### src/rtl/fp_pkg.sv
// fp_pkg: shared widths, rounding modes and status flags for the minifloat datapath
package fp_pkg;
  localparam int ROUND_TRUNC = 0;
  localparam int ROUND_RNE = 1;
  typedef struct packed {
    logic ovf;
    logic uf;
  } fp_flags_t;
  function automatic int fp_bias(input int exp_w);
    return (1 << (exp_w - 1)) - 1;
  endfunction
  function automatic int fp_width(input int exp_w, input int man_w);
    return 1 + exp_w + man_w;
  endfunction
  function automatic int fp_prod_w(input int man_w);
    return 2 * man_w + 2;
  endfunction
  function automatic int fp_esum_w(input int exp_w);
    return exp_w + 2;
  endfunction
endpackage

### src/rtl/fp_round_pack.sv
// fp_round_pack: normalise, round, saturate/flush and pack a raw product
module fp_round_pack
  import fp_pkg::*;
#(
  parameter int EXP_W = 3,
  parameter int MAN_W = 4,
  parameter int ROUND = ROUND_TRUNC,
  localparam int W = fp_width(EXP_W, MAN_W),
  localparam int PW = fp_prod_w(MAN_W),
  localparam int ESW = fp_esum_w(EXP_W)
) (
  input  logic           sign,
  input  logic           zero,
  input  logic [ESW-1:0] e,
  input  logic [PW-1:0]  prod,
  output logic [W-1:0]   p,
  output fp_flags_t      flags
);
  logic hi, guard, sticky, inc, carry;
  logic [MAN_W-1:0] man, man_r;
  logic [ESW-1:0] e_f;
  // e_f is two's complement: top bit flags underflow, the next one overflow
  always_comb begin
    hi = prod[PW-1];
    man = hi ? prod[2*MAN_W:MAN_W+1] : prod[2*MAN_W-1:MAN_W];
    guard = hi ? prod[MAN_W] : prod[MAN_W-1];
    sticky = hi ? |prod[MAN_W-1:0] : |prod[MAN_W-2:0];
    inc = (ROUND == ROUND_RNE) && guard && (sticky || man[0]);
    {carry, man_r} = {1'b0, man} + (MAN_W+1)'(inc);
    e_f = e + ESW'(hi) + ESW'(carry);
    flags.uf = !zero && e_f[ESW-1];
    flags.ovf = !zero && !e_f[ESW-1] && e_f[EXP_W];
    p = (zero || flags.uf) ? '0 : flags.ovf ? {sign, {(W-1){1'b1}}} : {sign, e_f[EXP_W-1:0], man_r};
  end
endmodule

### src/rtl/fp_mult_pipe.sv
// fp_mult_pipe: three-stage minifloat multiplier with valid/ready backpressure
module fp_mult_pipe
  import fp_pkg::*;
#(
  parameter int EXP_W = 3,
  parameter int MAN_W = 4,
  parameter int ROUND = ROUND_TRUNC,
  localparam int W = fp_width(EXP_W, MAN_W)
) (
  input  logic         clk,
  input  logic         rst,
  input  logic         in_valid,
  output logic         in_ready,
  input  logic [W-1:0] in_a,
  input  logic [W-1:0] in_b,
  output logic         out_valid,
  input  logic         out_ready,
  output logic [W-1:0] out_p,
  output logic         out_ovf,
  output logic         out_uf
);
  localparam int PW = fp_prod_w(MAN_W);
  localparam int ESW = fp_esum_w(EXP_W);
  localparam int BIAS = fp_bias(EXP_W);
  logic adv1, adv2, adv3, ld1, ld2, ld3;
  logic v1_q, v1_d, v2_q, v2_d, v3_q, v3_d;
  logic sign1_q, sign1_d, zero1_q, zero1_d, sign2_q, sign2_d, zero2_q, zero2_d;
  logic [ESW-1:0] e1_q, e1_d, e2_q, e2_d;
  logic [MAN_W-1:0] ma1_q, ma1_d, mb1_q, mb1_d;
  logic [PW-1:0] prod2_q, prod2_d;
  logic [W-1:0] p3_q, p3_d, rp_p;
  fp_flags_t flags3_q, flags3_d, rp_flags;
  fp_round_pack #(.EXP_W(EXP_W), .MAN_W(MAN_W), .ROUND(ROUND)) u_round_pack (
    .sign(sign2_q),
    .zero(zero2_q),
    .e(e2_q),
    .prod(prod2_q),
    .p(rp_p),
    .flags(rp_flags)
  );
  // Each stage moves when empty or when its successor moves, so bubbles collapse
  always_comb begin
    adv3 = !v3_q || out_ready;
    adv2 = !v2_q || adv3;
    adv1 = !v1_q || adv2;
    ld1 = adv1 && in_valid;
    ld2 = adv2 && v1_q;
    ld3 = adv3 && v2_q;
    v1_d = adv1 ? in_valid : v1_q;
    v2_d = adv2 ? v1_q : v2_q;
    v3_d = adv3 ? v2_q : v3_q;
    sign1_d = ld1 ? in_a[W-1] ^ in_b[W-1] : sign1_q;
    zero1_d = ld1 ? (in_a[W-2:0] == '0 || in_b[W-2:0] == '0) : zero1_q;
    e1_d = ld1 ? ESW'(in_a[W-2:MAN_W]) + ESW'(in_b[W-2:MAN_W]) - ESW'(BIAS) : e1_q;
    ma1_d = ld1 ? in_a[MAN_W-1:0] : ma1_q;
    mb1_d = ld1 ? in_b[MAN_W-1:0] : mb1_q;
    sign2_d = ld2 ? sign1_q : sign2_q;
    zero2_d = ld2 ? zero1_q : zero2_q;
    e2_d = ld2 ? e1_q : e2_q;
    prod2_d = ld2 ? PW'({1'b1, ma1_q}) * PW'({1'b1, mb1_q}) : prod2_q;
    p3_d = ld3 ? rp_p : p3_q;
    flags3_d = ld3 ? rp_flags : flags3_q;
  end
  always_ff @(posedge clk) begin
    if (rst) begin
      v1_q <= 1'b0;
      v2_q <= 1'b0;
      v3_q <= 1'b0;
      sign1_q <= 1'b0;
      zero1_q <= 1'b0;
      e1_q <= '0;
      ma1_q <= '0;
      mb1_q <= '0;
      sign2_q <= 1'b0;
      zero2_q <= 1'b0;
      e2_q <= '0;
      prod2_q <= '0;
      p3_q <= '0;
      flags3_q <= '0;
    end else begin
      v1_q <= v1_d;
      v2_q <= v2_d;
      v3_q <= v3_d;
      sign1_q <= sign1_d;
      zero1_q <= zero1_d;
      e1_q <= e1_d;
      ma1_q <= ma1_d;
      mb1_q <= mb1_d;
      sign2_q <= sign2_d;
      zero2_q <= zero2_d;
      e2_q <= e2_d;
      prod2_q <= prod2_d;
      p3_q <= p3_d;
      flags3_q <= flags3_d;
    end
  end
  assign in_ready = adv1;
  assign out_valid = v3_q;
  assign out_p = p3_q;
  assign out_ovf = flags3_q.ovf;
  assign out_uf = flags3_q.uf;
endmodule

### config.mk
export PLATFORM = sky130hd
export DESIGN_NAME = fp_mult_pipe
export DESIGN_NICKNAME = d
export VERILOG_FILES = /design/src/rtl/fp_pkg.sv /design/src/rtl/fp_round_pack.sv /design/src/rtl/fp_mult_pipe.sv
export SDC_FILE = /design/constraint.sdc
export NUM_CORES = 1
export LEC_CHECK = 0
export CORE_MARGIN = 5
export CORE_UTILIZATION = 43
export DETAILED_ROUTE_END_ITERATION = 8
export PLACE_DENSITY = 0.67
export SLEW_MARGIN = 5
export SYNTH_ARGS = -nofsm -noshare
export SYNTH_HDL_FRONTEND = slang
export SYNTH_SLANG_ARGS = --single-unit
### constraint.sdc
create_clock -name clk -period 2.9 [get_ports clk]
set_clock_uncertainty 0.05 [all_clocks]
set_input_delay 0.58 -clock clk [delete_from_list [all_inputs] [get_ports clk]]
set_output_delay 0.58 -clock clk [all_outputs]
set_load 0.03 [all_outputs]
Word level (Yosys, flattened, before mapping). Index checks and enable logic that the tools add are counted.

Bits in registers: 45. Input port bits: 20. Logic and storage cells: 41. Output and inout port bits: 12.

Multiply operators: 1. Reductions and logical operators: 18. Bitwise gates (word level): 1. Multiplexer cells: 3. Add/subtract/negate cells: 3.

Operators with widths (count): $logic_not A7 Y1 (2); $mul A5 B5 Y10 (1); $mux W8 (1); $mux W7 (1); $logic_and A1 B1 Y1 (6); $add A5 B1 Y5 (1); $logic_not A1 Y1 (5); $logic_or A1 B1 Y1 (5); $sub A4 B2 Y5 const B (1); $add A3 B3 Y4 (1); $mux W4 (1); $xor A1 B1 Y1 (1).

Logic depth before layout (Yosys ltp).
Depth in word-level cells: 6. Mapped depth: 12. Gate-level depth less buffers: 12.

Modules after synthesis. A second synthesis with hierarchy kept.

Cells, all modules: 325. Area, all modules: 2735.1 um^2.

By module, submodules not included: fp_mult_pipe (area each 2532.4 um^2, times used 1, cells an instance 297); fp_round_pack (area each 202.7 um^2, times used 1, cells an instance 28).

Worst setup path before layout. OpenSTA, ideal clock, no wires.

Path kind: reg2reg. Start point: register ma1_q[2]. End point: register prod2_q[8]. Path buffers: 0. Arrival time: 3046 ps. Cell stages (with the launch flop): 12. Path slack: -324 ps. Cell sequence: dfxtp_1 -> and2_1 -> fa_1 -> inv_1 -> fa_1 -> fa_1 -> inv_1 -> ha_1 -> nand3_1 -> o21ai_0 -> a2111o_1 -> o211ai_1.

Longest elaborated chain between the ends: 1.

Ends and longest elaborated chain: start: declaration (line fp_mult_pipe.sv:29) `logic [MAN_W-1:0] ma1_q, ma1_d, mb1_q, mb1_d;`; start signal: assignment (line fp_mult_pipe.sv:87) `ma1_q <= ma1_d;`; $mul A5 B5 Y10 (line fp_mult_pipe.sv:60) `prod2_d = ld2 ? PW'({1'b1, ma1_q}) * PW'({1'b1, mb1_q}) : prod2_q;`; end signal: assignment (line fp_mult_pipe.sv:92) `prod2_q <= prod2_d;`; end: declaration (line fp_mult_pipe.sv:30) `logic [PW-1:0] prod2_q, prod2_d;`.

Every way passes these cells. A chain may end at the register's enable or synchronous reset.

Worst setup path in the final report.
Start point: register ma1_q[2]. End point: register prod2_q[5].

Same word-level chain as after synthesis.

==> out/results.ini <==
[outcome]
status = finished, violations left
violations = negative setup slack

[job]
max-cap-violations = 0

[drt]
num_vias = 2111
antenna_left = 0
drc_errors = 0
vias_per_cell = 5.17
wl_per_cell_um = 13.0
drtIter0Drc = 48
dr.pass1.iters = 4
wl_mm = 5.30

[global_routing]
antenna_found_initial = 0
grt_pass1_vias = 2070
grt_first_pass_wirelength_mm = 9.20
overflow = 0
grt_max_degree = 26
globalRouteTotalUtil_pct = 15.2

[sta]
period_minus_slack_ns = 3.07
setup_ws_ns = -0.170
max_freq_mhz = 326
finalCritPeriodShare_pct = 106
rsz0062_at_grt = true
maxSlewHeadroom_pct = 61.3
worstMarginPinSlew_ns = 0.581
setup_viol = 6
whs_ns = 0.402
hold_violations = 0
timing.setup.tns_ns = -0.896
drv_slew = 0

[floorplanning]
die_area_um2 = 7450
dieHeight_um = 86.3
initial_core_util_pct = 44.9
io_pins = 32
rows = 27
core_um2 = 5570
die_w_um = 86.3

[critical_path]
crit_path_frequent_cell = fa_1
crit_required_ns = 3.06
crit_path_start_kind = flop
end_kind = flop
cpPeakStageDelay_ns = 0.54
path_cells = and2_4 > fa_1 > inv_1 > fa_1 > fa_2 > inv_2 > ha_4 > nand3_4 > o211ai_4 > xnor2_1 > o31ai_1
arrival_ns = 3.23
cpMaxStageDelayCell = fa_2
critPathMaxFanout = 5
worst-setup-path-type = flop to flop

[pwr]
p_leak_nw = 1.34
ir_worst_vdd_uv = 208
power_density_nw_per_um2 = 384
p_total_mw = 1.23

[final_layout]
synthToLayoutAreaGrowth_pct = 27.7
fin_util_pct = 57.4
diodes = 0
final_common_cell = nand2_1
most-common-layout-cells = nand2_1 (52), dfxtp_1 (36), clkdlybuf4s50_1 (31)
design_area_um2 = 3200
nNetsFinal = 386
drive_gt1_share_pct = 17.3
fin_cells = 408

[clock_network]
clkSinkCount = 41
cts_hold_buf = 0
htreeDepth = 2
cts_tree = done
cts_buffer_depth = 2
cts_made_buffers = 5
cts_root_buf = clkbuf_8
path_clk_slew_ns = 0.08
clk_latency_ns = 0.29

[synthesis]
syn-num-nets = 338
synth_edf_count = 0
ys.flop_type = dfxtp_1
synth_area_per_cell_um2 = 8.73
yosys_warnings = 0
ys_seq_area_share_pct = 32.8
syn_area_um2 = 2500
synth_cell_types = 48
async_flop_share_pct = 0
synth_cells = 287
ys_ff_latch = 41

[placed_design]
hpwl_mm = 4.29
portBuffers = 31
gp_congestion = 0.823
dp_cells = 399
place_ws_ns = -0.191
dpl_cell_area_um2 = 3020

[min_path]
min_path_type = flop to flop

per-layer routing:
metal	GRT usage, %	wire [um]	vias up
met4	4.67	116	0
met5	0	0	-
met3	3.33	212	10
met1	19.1	2400	978
li1	-	-	1083
met2	25.8	2570	40
sequential cells by signal, summed over array words and instances (netlist names):
| name | count |
|---|---|
| out_p | 8 |
| prod2_q | 6 |
| e1_q | 5 |
| e2_q | 5 |
| ma1_q | 4 |
| mb1_q | 4 |
| out_ovf | 1 |
| out_uf | 1 |
| out_valid | 1 |
| sign1_q | 1 |
| sign2_q | 1 |
| v1_q | 1 |
| v2_q | 1 |
| zero1_q | 1 |
| zero2_q | 1 |
synthesized netlist by cell type, drive strengths merged, types with 2 or more instances:
cell / instances / area (um2)
buf: 5 / 40.0
nand4: 2 / 12.5
a21oi: 29 / 156
mux2i: 4 / 40.0
nor3: 2 / 10.0
a211oi: 5 / 37.5
nor4: 4 / 40.0
o21ai: 3 / 15.0
and2: 9 / 56.3
xnor2: 5 / 51.3
dfxtp: 41 / 821
ha: 22 / 275
o211ai: 3 / 27.5
a22o: 7 / 61.3
nor2: 10 / 37.5
or3: 4 / 25.0
nand4b: 3 / 26.3
nand2b: 4 / 32.5
fa: 9 / 180
or4: 3 / 22.5
clkbuf: 5 / 38.8
nand3: 11 / 55.1
inv: 27 / 101
a2111o: 3 / 33.8
nand2: 54 / 205
worst max-delay path, delay by kind of cell, from the launching register on:
kind                     cells  cell delay [ns]
AND/OR/NAND/NOR              2             0.25
XOR/XNOR                     1             0.10
AO/OA/AOI/OAI                2             0.41
adder cells (fa/ha/maj)      4             1.75
buffers and inverters        2             0.09
flip-flops                   1             0.33
worst paths after layout:
path | start | to | slack, ns | cells past startpoint
min | out_uf | out_uf | 0.40 | 2
min reg2reg | out_uf | out_uf | 0.40 | 2
max | ma1_q[2] | prod2_q[5] | -0.17 | 11
max reg2reg | ma1_q[2] | prod2_q[5] | -0.17 | 11
final cells by class:
type / instances / area (um2)
timing repair buffer: 51 / 460
sequential: 41 / 830
tap: 72 / 90.1
multi-input combinational: 209 / 1620
fill: 511 / 2370
clock buffer: 6 / 82.6
clock inverter: 2 / 13.8
inverter: 27 / 106
cells by family (layout without fill, tap and decap cells):
family	Yosys count	in the layout	synth area share, %
AOI/OAI and AO/OA	55	55	14.8
xor gates and xnor gates	6	6	2.40
adders and majority gates	31	31	18.2
buffers and inverters	37	86	7.19
DFF	41	41	32.8
muxes	4	4	1.60
and+or+nand+nor	113	113	23.1
power breakdown:
| part | total, mW | internal [mW] | switching (mW) |
|---|---|---|---|
| combinational | 0.230 | 0.114 | 0.116 |
| clock | 0.392 | 0.193 | 0.199 |
| sequential | 0.607 | 0.587 | 0.0204 |
repair_timing:
item                       4_1_cts  5_1_grt
setup endpoints to repair        6        6
setup buffers                    1        0
pin swaps                        1        5
gates resized for setup          8        9
(Power assumes the default switching activity.)
